File: config.mk
export PLATFORM = sky130hd
export DESIGN_NAME = move_sequencer_flat
export DESIGN_NICKNAME = d
export VERILOG_FILES = /design/src/rtl/move_sequencer_if.sv /design/src/rtl/move_sequencer.sv /design/src/flat_wrapper.sv
export SDC_FILE = /design/constraint.sdc
export NUM_CORES = 1
export LEC_CHECK = 0
export BUFFER_PORTS_ARGS = -buffer_cell sky130_fd_sc_hd__buf_2
export CORE_AREA = 4 4 53 55
export CTS_BUF_LIST = sky130_fd_sc_hd__clkbuf_4 sky130_fd_sc_hd__clkbuf_8 sky130_fd_sc_hd__clkbuf_16
export CTS_CLUSTER_DIAMETER = 50
export DETAILED_ROUTE_END_ITERATION = 10
export DIE_AREA = 0 0 57 59
export PLACE_DENSITY_LB_ADDON = 0.08
export SYNTH_ARGS = -nofsm -noshare
export SYNTH_HDL_FRONTEND = slang
export SYNTH_SLANG_ARGS = --single-unit
File: constraint.sdc
create_clock -name Clk -period 3.13 [get_ports Clk]
set_input_delay 0.626 -clock Clk [delete_from_list [all_inputs] [get_ports Clk]]
set_output_delay 0.626 -clock Clk [all_outputs]
set_load 0.005 [all_outputs]
File: src/rtl/move_sequencer_if.sv
// move_sequencer_if
// Purpose : groups the per-frame tick, key levels and animation outputs of the
//           player-sprite move sequencer into one bundle.
// Signals : Frame_Tick, J_Press, K_Press  - driven by the master (video/input side)
//           Move, Frame, Busy, Combo_Done,
//           Fail, Hit_Count               - driven by the slave (the sequencer)
// Modports: master = stimulus / consumer side, slave = move_sequencer.
interface move_sequencer_if #(
  parameter int FRAME_W = 4,
  parameter int CNT_W   = 8
);
  logic               Frame_Tick;
  logic               J_Press;
  logic               K_Press;
  logic [1:0]         Move;
  logic [FRAME_W-1:0] Frame;
  logic               Busy;
  logic               Combo_Done;
  logic               Fail;
  logic [CNT_W-1:0]   Hit_Count;

  modport master (
    output Frame_Tick, J_Press, K_Press,
    input  Move, Frame, Busy, Combo_Done, Fail, Hit_Count
  );

  modport slave (
    input  Frame_Tick, J_Press, K_Press,
    output Move, Frame, Busy, Combo_Done, Fail, Hit_Count
  );
endinterface

File: src/rtl/move_sequencer.sv
// move_sequencer
// Purpose : turns J/K key levels into a fighter move (idle/punch/combo/fail)
//           and a frame index for the sprite ROM. State advances only on
//           Frame_Tick; each frame lasts TICKS_PER_FRAME ticks. The combo
//           needs both keys held at every advance out of a gated frame, and a
//           saturating streak counter counts completed combos.
// Ports   : Clk   - system clock
//           Reset - asynchronous, active-high reset
//           bus   - move_sequencer_if.slave (Frame_Tick, J_Press, K_Press in;
//                   Move, Frame, Busy, Combo_Done, Fail, Hit_Count out)
module move_sequencer #(
  parameter int FRAMES_PUNCH    = 3,
  parameter int FRAMES_COMBO    = 10,
  parameter int COMBO_GATE      = 8,
  parameter int FRAMES_FAIL     = 3,
  parameter int TICKS_PER_FRAME = 4,
  parameter int FRAME_W         = 4,
  parameter int CNT_W           = 8
) (
  input  logic             Clk,
  input  logic             Reset,
  move_sequencer_if.slave  bus
);

  typedef enum logic [2:0] {
    ST_IDLE  = 3'd0,
    ST_PUNCH = 3'd1,
    ST_COMBO = 3'd2,
    ST_FAIL  = 3'd3,
    ST_HOLD  = 3'd4
  } state_t;

  localparam int TICK_W = (TICKS_PER_FRAME > 1) ? $clog2(TICKS_PER_FRAME) : 1;
  localparam logic [TICK_W-1:0]  TICK_LAST  = TICK_W'(TICKS_PER_FRAME - 1);
  localparam logic [FRAME_W-1:0] PUNCH_LAST = FRAME_W'(FRAMES_PUNCH - 1);
  localparam logic [FRAME_W-1:0] COMBO_LAST = FRAME_W'(FRAMES_COMBO - 1);
  localparam logic [FRAME_W-1:0] FAIL_LAST  = FRAME_W'(FRAMES_FAIL - 1);
  localparam logic [CNT_W-1:0]   HIT_MAX    = {CNT_W{1'b1}};

  state_t             state_r, state_s;
  logic [TICK_W-1:0]  tick_r, tick_s;
  logic [FRAME_W-1:0] frame_r, frame_s;
  logic [CNT_W-1:0]   hit_r, hit_s;
  logic               done_r, done_s;
  logic               fail_r, fail_s;
  logic [1:0]         move_r, move_s;
  logic               busy_r, busy_s;
  logic               advance_s;
  logic               both_s;

  // Next-state, counter and pulse logic; everything holds unless Frame_Tick is high.
  always_comb begin
    state_s   = state_r;
    tick_s    = tick_r;
    frame_s   = frame_r;
    hit_s     = hit_r;
    done_s    = 1'b0;
    fail_s    = 1'b0;
    advance_s = bus.Frame_Tick && (tick_r == TICK_LAST);
    both_s    = bus.J_Press & bus.K_Press;
    if (bus.Frame_Tick) begin
      case (state_r)
        ST_IDLE: begin
          tick_s  = '0;
          frame_s = '0;
          if (both_s) begin
            state_s = ST_COMBO;
          end else if (bus.J_Press) begin
            state_s = ST_PUNCH;
          end else begin
            state_s = ST_IDLE;
          end
        end
        ST_PUNCH: begin
          if (advance_s) begin
            tick_s = '0;
            if (frame_r == PUNCH_LAST) begin
              state_s = ST_HOLD;
              frame_s = '0;
            end else begin
              frame_s = frame_r + FRAME_W'(1);
            end
          end else begin
            tick_s = tick_r + TICK_W'(1);
          end
        end
        ST_COMBO: begin
          if (advance_s) begin
            tick_s = '0;
            // The gate check comes first so a gate covering the last frame still fails.
            if ((int'(frame_r) < COMBO_GATE) && !both_s) begin
              state_s = ST_FAIL;
              frame_s = '0;
              fail_s  = 1'b1;
              hit_s   = '0;
            end else if (frame_r == COMBO_LAST) begin
              state_s = ST_HOLD;
              frame_s = '0;
              done_s  = 1'b1;
              hit_s   = (hit_r == HIT_MAX) ? hit_r : hit_r + CNT_W'(1);
            end else begin
              frame_s = frame_r + FRAME_W'(1);
            end
          end else begin
            tick_s = tick_r + TICK_W'(1);
          end
        end
        ST_FAIL: begin
          if (advance_s) begin
            tick_s = '0;
            if (frame_r == FAIL_LAST) begin
              state_s = ST_HOLD;
              frame_s = '0;
            end else begin
              frame_s = frame_r + FRAME_W'(1);
            end
          end else begin
            tick_s = tick_r + TICK_W'(1);
          end
        end
        ST_HOLD: begin
          // Keys must be fully released before another move can start.
          tick_s  = '0;
          frame_s = '0;
          if (bus.J_Press | bus.K_Press) begin
            state_s = ST_HOLD;
          end else begin
            state_s = ST_IDLE;
          end
        end
        default: begin
          state_s = ST_IDLE;
          tick_s  = '0;
          frame_s = '0;
        end
      endcase
    end else begin
      state_s = state_r;
    end
  end

  // Decode the upcoming state into the Move code and Busy flag so both are registered.
  always_comb begin
    move_s = 2'd0;
    busy_s = 1'b0;
    case (state_s)
      ST_PUNCH: begin move_s = 2'd1; busy_s = 1'b1; end
      ST_COMBO: begin move_s = 2'd2; busy_s = 1'b1; end
      ST_FAIL:  begin move_s = 2'd3; busy_s = 1'b1; end
      default:  begin move_s = 2'd0; busy_s = 1'b0; end
    endcase
  end

  // State, counter and output registers with asynchronous reset.
  always_ff @(posedge Clk or posedge Reset) begin
    if (Reset) begin
      state_r <= ST_IDLE;
      tick_r  <= '0;
      frame_r <= '0;
      hit_r   <= '0;
      done_r  <= 1'b0;
      fail_r  <= 1'b0;
      move_r  <= 2'd0;
      busy_r  <= 1'b0;
    end else begin
      state_r <= state_s;
      tick_r  <= tick_s;
      frame_r <= frame_s;
      hit_r   <= hit_s;
      done_r  <= done_s;
      fail_r  <= fail_s;
      move_r  <= move_s;
      busy_r  <= busy_s;
    end
  end

  assign bus.Move       = move_r;
  assign bus.Frame      = frame_r;
  assign bus.Busy       = busy_r;
  assign bus.Combo_Done = done_r;
  assign bus.Fail       = fail_r;
  assign bus.Hit_Count  = hit_r;

endmodule

File: src/flat_wrapper.sv
// flat-port wrapper written by rule: the top's interface ports become plain ports
module move_sequencer_flat 
#(
  parameter int FRAMES_PUNCH    = 3,
  parameter int FRAMES_COMBO    = 10,
  parameter int COMBO_GATE      = 8,
  parameter int FRAMES_FAIL     = 3,
  parameter int TICKS_PER_FRAME = 4,
  parameter int FRAME_W         = 4,
  parameter int CNT_W           = 8
)
  (Clk, Reset, bus_Frame_Tick, bus_J_Press, bus_K_Press, bus_Move, bus_Frame, bus_Busy, bus_Combo_Done, bus_Fail, bus_Hit_Count);
  move_sequencer_if #(.FRAME_W(FRAME_W), .CNT_W(CNT_W)) bus_i ();
  input  logic Clk;
  input  logic Reset;
  input wire logic [$bits(bus_i.Frame_Tick)-1:0] bus_Frame_Tick;
  input wire logic [$bits(bus_i.J_Press)-1:0] bus_J_Press;
  input wire logic [$bits(bus_i.K_Press)-1:0] bus_K_Press;
  output wire logic [$bits(bus_i.Move)-1:0] bus_Move;
  output wire logic [$bits(bus_i.Frame)-1:0] bus_Frame;
  output wire logic [$bits(bus_i.Busy)-1:0] bus_Busy;
  output wire logic [$bits(bus_i.Combo_Done)-1:0] bus_Combo_Done;
  output wire logic [$bits(bus_i.Fail)-1:0] bus_Fail;
  output wire logic [$bits(bus_i.Hit_Count)-1:0] bus_Hit_Count;
  assign bus_i.Frame_Tick = bus_Frame_Tick;
  assign bus_i.J_Press = bus_J_Press;
  assign bus_i.K_Press = bus_K_Press;
  assign bus_Move = bus_i.Move;
  assign bus_Frame = bus_i.Frame;
  assign bus_Busy = bus_i.Busy;
  assign bus_Combo_Done = bus_i.Combo_Done;
  assign bus_Fail = bus_i.Fail;
  assign bus_Hit_Count = bus_i.Hit_Count;
  move_sequencer #(.FRAMES_PUNCH(FRAMES_PUNCH), .FRAMES_COMBO(FRAMES_COMBO), .COMBO_GATE(COMBO_GATE), .FRAMES_FAIL(FRAMES_FAIL), .TICKS_PER_FRAME(TICKS_PER_FRAME), .FRAME_W(FRAME_W), .CNT_W(CNT_W)) u_core (.Clk(Clk), .Reset(Reset), .bus(bus_i));
endmodule
* Word-level counts from Yosys, hierarchy flattened
Cells that the tools add are included.
Word-level totals: flip-flop bits (word level) 22, bits of input ports 5
Operators by class: $add $sub $neg 3, order comparisons 1, equal/unequal tests 14, muxes and demuxes 32, bitwise gates (word level) 2, reduce and logical (&&, ||, !) cells 10
Operators with widths (count):
- $mux W3 | 8
- $mux W8 | 3
- $mux W4 | 5
- $eq A3 B2 Y1 const B | 4
- $pmux W3 S4 | 1
- $mux W1 | 11
- $add A8 B1 Y8 const B | 1
- $eq A8 B8 Y1 const B | 1
- $pmux W4 S2 | 1
- $eq A3 B1 Y1 const B | 2
- $ne A2 B1 Y1 const B | 3
- $pmux W2 S3 | 1
- $reduce_or A3 Y1 | 2
- $reduce_and A5 Y1 | 1
- $add A4 B1 Y4 const B | 1
- $eq A4 B2 Y1 const B | 1
- $eq A4 B4 Y1 const B | 1
- $lt A4 B4 Y1 const B | 1
- $mux W2 | 2
- $eq A3 B3 Y1 const B | 1
- $logic_not A3 Y1 | 1
- $reduce_and A3 Y1 | 1
- $add A2 B1 Y2 const B | 1
- $eq A2 B2 Y1 const B | 1
- other kinds (6) | 7

* Longest topological paths before layout
Gate-level depths: netlist of the first run.
word-level depth 10, mapped depth 6

* Least setup slack after synthesis of the first run
No wires, ideal clock.
kind input-to-reg, start point in bus_J_Press, end point reg u_core.hit_r[4] (netlist: u_core.bus.Hit_Count[4]), data arrival time 1.708 ns, data required time 3.005 ns, setup slack 1.296 ns, cell stages on the path 4, buffers on the path 0, path through a21oi_2 nor3_2 or3_1 mux2_4
On the way: longest elaborated chain between the ends 5, elaborated cells on any way between the ends 7, classes of those cells 1 x eq/ne; 1 x mux; 1 x bitwise; 4 x reduce/logical
RTL lines:
- start: declaration | RTL line flat_wrapper.sv:17 | input wire logic [$bits(bus_i.J_Press)-1:0] bus_J_Press;
- $and A1 B1 Y1 (*) | RTL line move_sequencer.sv:60 | both_s = bus.J_Press & bus.K_Press;
- $logic_not A1 Y1 (*) | RTL line move_sequencer.sv:91 | if ((int'(frame_r) < COMBO_GATE) && !both_s) begin
- $logic_and A1 B1 Y1 (*) | RTL line move_sequencer.sv:91
- $ne A2 B1 Y1 (no line) / $reduce_bool A2 Y1 (equally long branches)
- $reduce_and A5 Y1 (no line)
- end signal: assignment | RTL line move_sequencer.sv:169 | hit_r <= hit_s;
- end: declaration | RTL line move_sequencer.sv:43 | logic [CNT_W-1:0] hit_r, hit_s;
Every way passes the cells marked *; elsewhere a longest branch is shown, timed or not. A chain may end at the register's enable or synchronous reset.

* Final worst setup path of the first run
start point reg u_core.frame_r[0] (netlist: u_core.bus.Frame[0]), end point reg u_core.busy_r (netlist: u_core.bus.Busy)
On the way: longest elaborated chain between the ends 9, elaborated cells on any way between the ends 16, classes of those cells 1 x order compare; 5 x eq/ne; 8 x mux; 2 x reduce/logical
RTL lines:
- start: declaration | RTL line move_sequencer.sv:42 | logic [FRAME_W-1:0] frame_r, frame_s;
- start signal: assignment | RTL line move_sequencer.sv:168 | frame_r <= frame_s;
- $lt A4 B4 Y1 / $eq A4 B4 Y1 (equally long branches) | RTL line move_sequencer.sv:91, move_sequencer.sv:96
- $logic_and A1 B1 Y1 / $mux W3 (equally long branches) | RTL line move_sequencer.sv:91, move_sequencer.sv:96
- $mux W3 | RTL line move_sequencer.sv:91
- $mux W3 | RTL line move_sequencer.sv:88 | if (advance_s) begin
- $pmux W3 S4 (*) | RTL line move_sequencer.sv:62 | case (state_r)
- $mux W3 (*) | RTL line move_sequencer.sv:61 | if (bus.Frame_Tick) begin
- $eq A3 B1 Y1 / $eq A3 B2 Y1 (equally long branches) | RTL line move_sequencer.sv:146 | case (state_s)
- $reduce_or A3 Y1 (no line) (*)
- $mux W1 (*) | RTL line move_sequencer.sv:146
- net u_core.busy_s | RTL line move_sequencer.sv:47 | logic busy_r, busy_s;
- end signal: assignment | RTL line move_sequencer.sv:173 | busy_r <= busy_s;
- end: declaration | RTL line move_sequencer.sv:47
The timed path passes the listed nets; every way through them passes the cells marked *.

==> results of run 1 <==
## critical path, cell delays in order (launching register included)
cell      delay [ns]
dfrtp_1         0.48
nor4b_1         0.62
nand2_1         0.15
a311oi_1        0.46
a21oi_1         0.13
## through the flow
stage          utilization [%]  worst slack, ns
2_1_floorplan                -            1.296
3_3_place_gp             57.76            1.079
3_5_place_dp             57.76            1.031
4_1_cts                  59.96            1.193
5_1_grt                  59.96            1.058
6_report                 59.96            1.187
## area by class of cell
cell class / count / share of cell area [%]
sequential: 22 / 38.46
clock buffer: 3 / 1.573
tap: 30 / 2.622
clock inverter: 1 / 2.098
multi-input combinational: 95 / 45.80
inverter: 8 / 2.098
timing repair buffer: 21 / 7.343
## registers in the layout, summed over array words and instances (netlist names)
register and flops:
u_core.state_r 3, u_core.tick_r 2, u_core.bus.Frame 4, u_core.bus.Hit_Count 8, u_core.bus.Move 2, u_core.bus.Fail 1
u_core.bus.Combo_Done 1, u_core.bus.Busy 1
## path summary, 6_finish.rpt
check,from,endpoint,slack (ns)
max in group asynchronous,Reset,u_core.bus.Hit_Count[1]$_DFFE_PP0P_,2.17
worst min register to register,u_core.tick_r[0]$_DFFE_PP0P_,u_core.tick_r[0]$_DFFE_PP0P_,0.49
worst max-delay path,u_core.bus.Frame[0]$_DFFE_PP0P_,u_core.bus.Busy$_DFF_PP0_,1.19
worst min-delay path,Reset,u_core.bus.Fail$_DFF_PP0_,0.44
worst max register to register,u_core.bus.Frame[0]$_DFFE_PP0P_,u_core.bus.Busy$_DFF_PP0_,1.19
min in group Clk,u_core.tick_r[0]$_DFFE_PP0P_,u_core.tick_r[0]$_DFFE_PP0P_,0.49
## cells by family (layout without fill, tap and decap cells)
family / after synthesis / after routing / synth area share, %
AO/OA/AOI/OAI: 35 / 35 / 21.21
XOR/XNOR: 3 / 3 / 2.111
adder cells (fa/ha/maj): 2 / 2 / 2.010
buffers and inverters: 10 / 33 / 3.115
flip-flops: 22 / 22 / 44.22
multiplexers: 4 / 4 / 3.819
AND/OR/NAND/NOR: 51 / 51 / 23.52
## power by group through the flow
| stage | Clock, mW | Combinational, mW | Sequential, mW |
|---|---|---|---|
| finish | 0.220 | 0.290 | 0.420 |
| global route | 0.235 | 0.324 | 0.432 |
| CTS | 0.225 | 0.292 | 0.419 |
| detailed placement | 0 | 0.291 | 0.425 |
| global placement | 0 | 0.279 | 0.423 |
| floorplan | 0 | 0.200 | 0.414 |
## cells in the final DEF (no fill, tap or decap), types with 2 or more instances in the layout
cell type / instances
nor2_1: 17
a311oi_1: 2
buf_2: 21
ha_1: 2
and3_1: 2
inv_1: 8
a211oi_1: 2
a21oi_1: 7
o31ai_1: 2
nand2_1: 6
mux2_2: 2
or4_1: 2
and2_1: 2
o21ai_0: 4
nand3_1: 4
nor2b_1: 6
nand4_1: 2
clkbuf_4: 3
o211ai_1: 5
dfrtp_1: 22
o21bai_1: 2
xor2_1: 3
## routing by layer
metal | up-vias | track usage [%] | part of all wire, %
li1 | 518 | - | -
met1 | 528 | 20.45 | 43
met2 | 23 | 28.87 | 51
met3 | 5 | 2.614 | 4.1
met4 | 0 | 6.954 | 1.5
met5 | - | 0 | 0
==> flow_metrics.env, run 1 <==
export IMPL_placedCellCount=176
export IMPL_grt_overflow=0
export IMPL_die_area_sq_um=3363
export IMPL_place_area_sq_um=1379
export IMPL_tightestPinTransition_ns=0.8180
export IMPL_grt_max_degree=23
export IMPL_tns_ns=0
export IMPL_share_comb_of_total_power_pct=31.2
export IMPL_synth_warnings=0
export IMPL_rows=18
export IMPL_clk_latency_ns=0.32
export IMPL_drtIter0Drc=40
export IMPL_path_clk_slew_ns=0.13
export IMPL_seq_area_frac_synth_pct=44.22
export IMPL_tritoncts="done"
export IMPL_relSlewSlack_pct=45.41
export IMPL_start_kind="register"
export IMPL_synth_edf_count=0
export IMPL_min_path_type="in2async"
export IMPL_die_w_um=57
export IMPL_hold_ws_ns=0.4444
export IMPL_track_usage_pct=16.56
export IMPL_syn_area_per_cell_sq_um=9.803
export IMPL_synthCells=127
export IMPL_clockBufferDepth=2
export IMPL_synthTopCellsByArea="dfrtp_1, nor2_1, nor2b_1, o211ai_1, a21oi_1"
export IMPL_power_uw=930.3
export IMPL_p_sw_share_pct=34.99
export IMPL_ios=22
export IMPL_end_kind="register"
export IMPL_worstPathMaxFanout=8
export IMPL_final_cell_area_sq_um=1431
export IMPL_core_sq_um=2387
export IMPL_drive_gt1_share_pct=25.33
export IMPL_antenna_found_initial=0
export IMPL_grt_pass1_wl_um=4381
export IMPL_cts_sinks=22
export IMPL_fillCellCount=224
export IMPL_rsz0062_at_grt="false"
export IMPL_post_synth_top_count_cell="dfrtp_1"
export IMPL_max_freq_ghz=0.5146
export IMPL_syn_num_nets=134
export IMPL_synth_top_area_share_pct=44.22
export IMPL_syn_area_sq_um=1245
export IMPL_wire_per_inst_um=14.60
export IMPL_root_buffer="clkbuf_4"
export IMPL_route_detailed_drc=0
export IMPL_grt_pass1_vias=1022
export IMPL_cts_hold_buf=0
export IMPL_rr_worst_depth=4
export IMPL_io_buffers=21
export IMPL_die_y_um=59
export IMPL_finalMaxSlewViolations=0
export IMPL_fin_nets=158
export IMPL_finalSetupViolCount=0
export IMPL_required_ns=3.33
export IMPL_p_switching_uw=325.5
export IMPL_async_flop_share_pct=100.0
export IMPL_p_leak_nw=0.6767
export IMPL_ys_types=45
export IMPL_hpwl_um=1974
export IMPL_hold_violations=0
export IMPL_synth_flop_cell="dfrtp_1"
export IMPL_synth_top_area_cell="dfrtp_1"
export IMPL_ff_latch_area_sq_um=550.5
export IMPL_synth_seq_cells=22
export IMPL_drt_pass1_iter_count=4
export IMPL_power_density_nw_per_um2=649.9
export IMPL_antennaDiodeCount=0
export IMPL_p_seq_share_pct=45.1
export IMPL_ant_nets=0
export IMPL_routed_wl_um=2628
export IMPL_ctsHtreeMaxLevel=1
export IMPL_power_internal_uw=604.8
export IMPL_vias=1074
export IMPL_p_clk_share_pct=23.7
export IMPL_synth_common_cells="dfrtp_1, nor2_1, inv_1"
export IMPL_finalClockSkew_ns=0.007296
export IMPL_post_cts_buffers=0
export IMPL_fin_crit_ns=1.943
export IMPL_fin_cells=180
export IMPL_multi_input_area_sq_um=655.6
export IMPL_cts_resized=0
export IMPL_critical_path_arrival_ns=2.14
export IMPL_via_per_inst=5.967
export IMPL_path_class="reg2reg"
export IMPL_cap_viol_max_count=0
export IMPL_cts_made_buffers=3
export IMPL_status="finished clean"
export IMPL_area_delta_synth_final_pct=14.97
export IMPL_gp_congestion=0.8298
export IMPL_period_share_pct=62.09
export IMPL_peakVddDrop_mv=0.4398
export IMPL_initial_core_util_pct=52.15
No activity file was read; power rests on OpenSTA's default activity.
==> run 2: changes to the inputs <==
CORE_AREA = 4 4 54 56   (was 4 4 53 55)
DIE_AREA = 0 0 58 60   (was 0 0 57 59)
clock period = 1.8 ns   (was 3.13 ns; I/O delays follow)
==> run 2 against run 1 <==
Net effect: die area is 3.5% higher; flip-flop and latch count unchanged; fmax grew 13%; global-route usage fell by 0.14 points; largest power group unchanged; register-to-register slack worse by 1.1 ns; cell count grew 6.1%; clock skew is 0.0025 ns lower; critical path depth unchanged; clock power increased by 20%.
==> flow_metrics.env, run 2 (same netlist as run 1, synthesis figures left out) <==
export IMPL_status="finished clean"
export IMPL_required_ns=2.00
export IMPL_critPathTopFamily="simple AND/OR/NAND/NOR gates"
export IMPL_drt_pass1_iter_count=4
export IMPL_vias=1065
export IMPL_fin_nets=169
export IMPL_final_util_pct=62.29
export IMPL_drtIter0Drc=31
export IMPL_cts_sinks=22
export IMPL_tns_ns=0
export IMPL_ios=22
export IMPL_finalSetupViolCount=0
export IMPL_ff_latch_area_sq_um=551.8
export IMPL_r2r_start="u_core.state_r[0]$_DFF_PP0_"
export IMPL_antenna_found_initial=0
export IMPL_multi_input_area_sq_um=671.9
export IMPL_rows=18
export IMPL_final_cell_area_sq_um=1515
export IMPL_antennaDiodeCount=0
export IMPL_root_buffer="clkbuf_4"
export IMPL_grt_overflow=0
export IMPL_die_y_um=60
export IMPL_cts_made_buffers=3
export IMPL_fin_cells=191
export IMPL_path_clk_slew_ns=0.12
export IMPL_setup_ws_ns=0.07513
export IMPL_clockBufferDepth=2
export IMPL_fillCellCount=214
export IMPL_cap_viol_max_count=0
export IMPL_min_path_type="in2async"
export IMPL_finalClockSkew_ns=0.004827
export IMPL_die_area_sq_um=3480
export IMPL_track_usage_pct=16.42
export IMPL_reg2reg_to="u_core.bus.Hit_Count[4]$_DFFE_PP0P_"
export IMPL_hold_violations=0
export IMPL_ctsHtreeMaxLevel=1
export IMPL_path_cells="nor3b_4 > o211ai_4 > or3_1 > mux2_4"
export IMPL_mostFrequentLayoutCells="buf_2, dfrtp_1, nor2_1, buf_4, inv_1"
export IMPL_max_freq_ghz=0.5798
export IMPL_peakVddDrop_mv=0.8762
export IMPL_place_ws_ns=0.07558
export IMPL_placedCellCount=187
export IMPL_core_sq_um=2432
export IMPL_period_share_pct=95.83
export IMPL_power_internal_mw=1.025
export IMPL_share_comb_of_total_power_pct=38.4
export IMPL_post_cts_buffers=0
export IMPL_ant_nets=0
export IMPL_path_buf_inv=0
export IMPL_io_buffers=21
export IMPL_worstPathMaxFanout=8
export IMPL_drive_gt1_share_pct=32.30
export IMPL_finalMaxSlewViolations=0
export IMPL_start_kind="register"
export IMPL_die_w_um=58
export IMPL_reg2reg_setup_slack_ns=0.08
export IMPL_cpPeakStageDelay_ns=0.50
export IMPL_p_sw_share_pct=35.49
export IMPL_tightestPinTransition_ns=0.4497
export IMPL_grt_pass1_vias=1045
export IMPL_end_kind="register"
export IMPL_area_delta_synth_final_pct=21.71
export IMPL_rr_worst_depth=4
export IMPL_grt_pass1_wl_um=4340
export IMPL_largest_reg_flops=8
export IMPL_initial_core_util_pct=51.18
export IMPL_p_leak_nw=0.7274
export IMPL_cts_resized=0
export IMPL_via_per_inst=5.576
export IMPL_p_clk_share_pct=16.7
export IMPL_grt_max_degree=23
export IMPL_p_seq_share_pct=45.0
export IMPL_routed_wl_um=2669
export IMPL_p_switching_uw=563.9
export IMPL_place_area_sq_um=1461
export IMPL_hold_ws_ns=0.06987
export IMPL_clk_latency_ns=0.30
export IMPL_gp_congestion=0.9119
export IMPL_fin_crit_ns=1.725
export IMPL_cts_hold_buf=0
export IMPL_wire_per_inst_um=13.97
export IMPL_route_detailed_drc=0
export IMPL_path_class="reg2reg"
export IMPL_crit_slowest_cell="dfrtp_1"
export IMPL_tritoncts="done"
export IMPL_power_density_nw_per_um2=1048
export IMPL_critical_path_arrival_ns=1.92
export IMPL_hpwl_um=2044
export IMPL_power_mw=1.589
export IMPL_relSlewSlack_pct=69.70
[run 2: cell type report]
type / instances / share of cell area [%]
inverter: 8 / 1.982
tap: 30 / 2.477
sequential: 22 / 36.42
multi-input combinational: 95 / 44.34
clock buffer: 4 / 2.395
timing repair buffer: 32 / 12.39
[run 2: worst max path at each step]
stage                                                from                                   to  slack (ns)  cells past startpoint
after floorplan              u_core.tick_r[0]$_DFFE_PP0P_            u_core.bus.Busy$_DFF_PP0_        0.03                      6
after global placement                        bus_J_Press  u_core.bus.Hit_Count[4]$_DFFE_PP0P_        0.10                      5
after detailed placement                      bus_J_Press  u_core.bus.Hit_Count[4]$_DFFE_PP0P_        0.08                      5
after CTS                 u_core.bus.Frame[0]$_DFFE_PP0P_            u_core.bus.Busy$_DFF_PP0_        0.05                      5
after global routing          u_core.state_r[0]$_DFF_PP0_  u_core.bus.Hit_Count[4]$_DFFE_PP0P_      -0.003                      4
final                         u_core.state_r[0]$_DFF_PP0_  u_core.bus.Hit_Count[4]$_DFFE_PP0P_        0.08                      4
[run 2: metal layers]
metal  GRT usage, %  vias to the layer above  part of all wire [%]
met5              0                        -                     0
met2          27.74                       18                    49
met1          19.62                      508                    45
met4          10.60                        0                   1.8
li1               -                      535                     -
met3          2.160                        4                   3.4
[run 2: power groups by stage]
| stage | registers [mW] | clock network, mW | logic, mW |
|---|---|---|---|
| finish | 0.714 | 0.265 | 0.610 |
| global route | 0.733 | 0.294 | 0.676 |
| CTS | 0.709 | 0.278 | 0.588 |
| detailed placement | 0.717 | 0 | 0.587 |
| global placement | 0.714 | 0 | 0.580 |
| floorplan | 0.720 | 0 | 0.347 |
[run 2: worst reg2reg max path, delay by kind of cell (launching register included)]
kind | cells | cell delay, ns
AND/OR/NAND/NOR | 2 | 0.67
multiplexers | 1 | 0.31
flip-flops | 1 | 0.50
AO/OA/AOI/OAI | 1 | 0.14
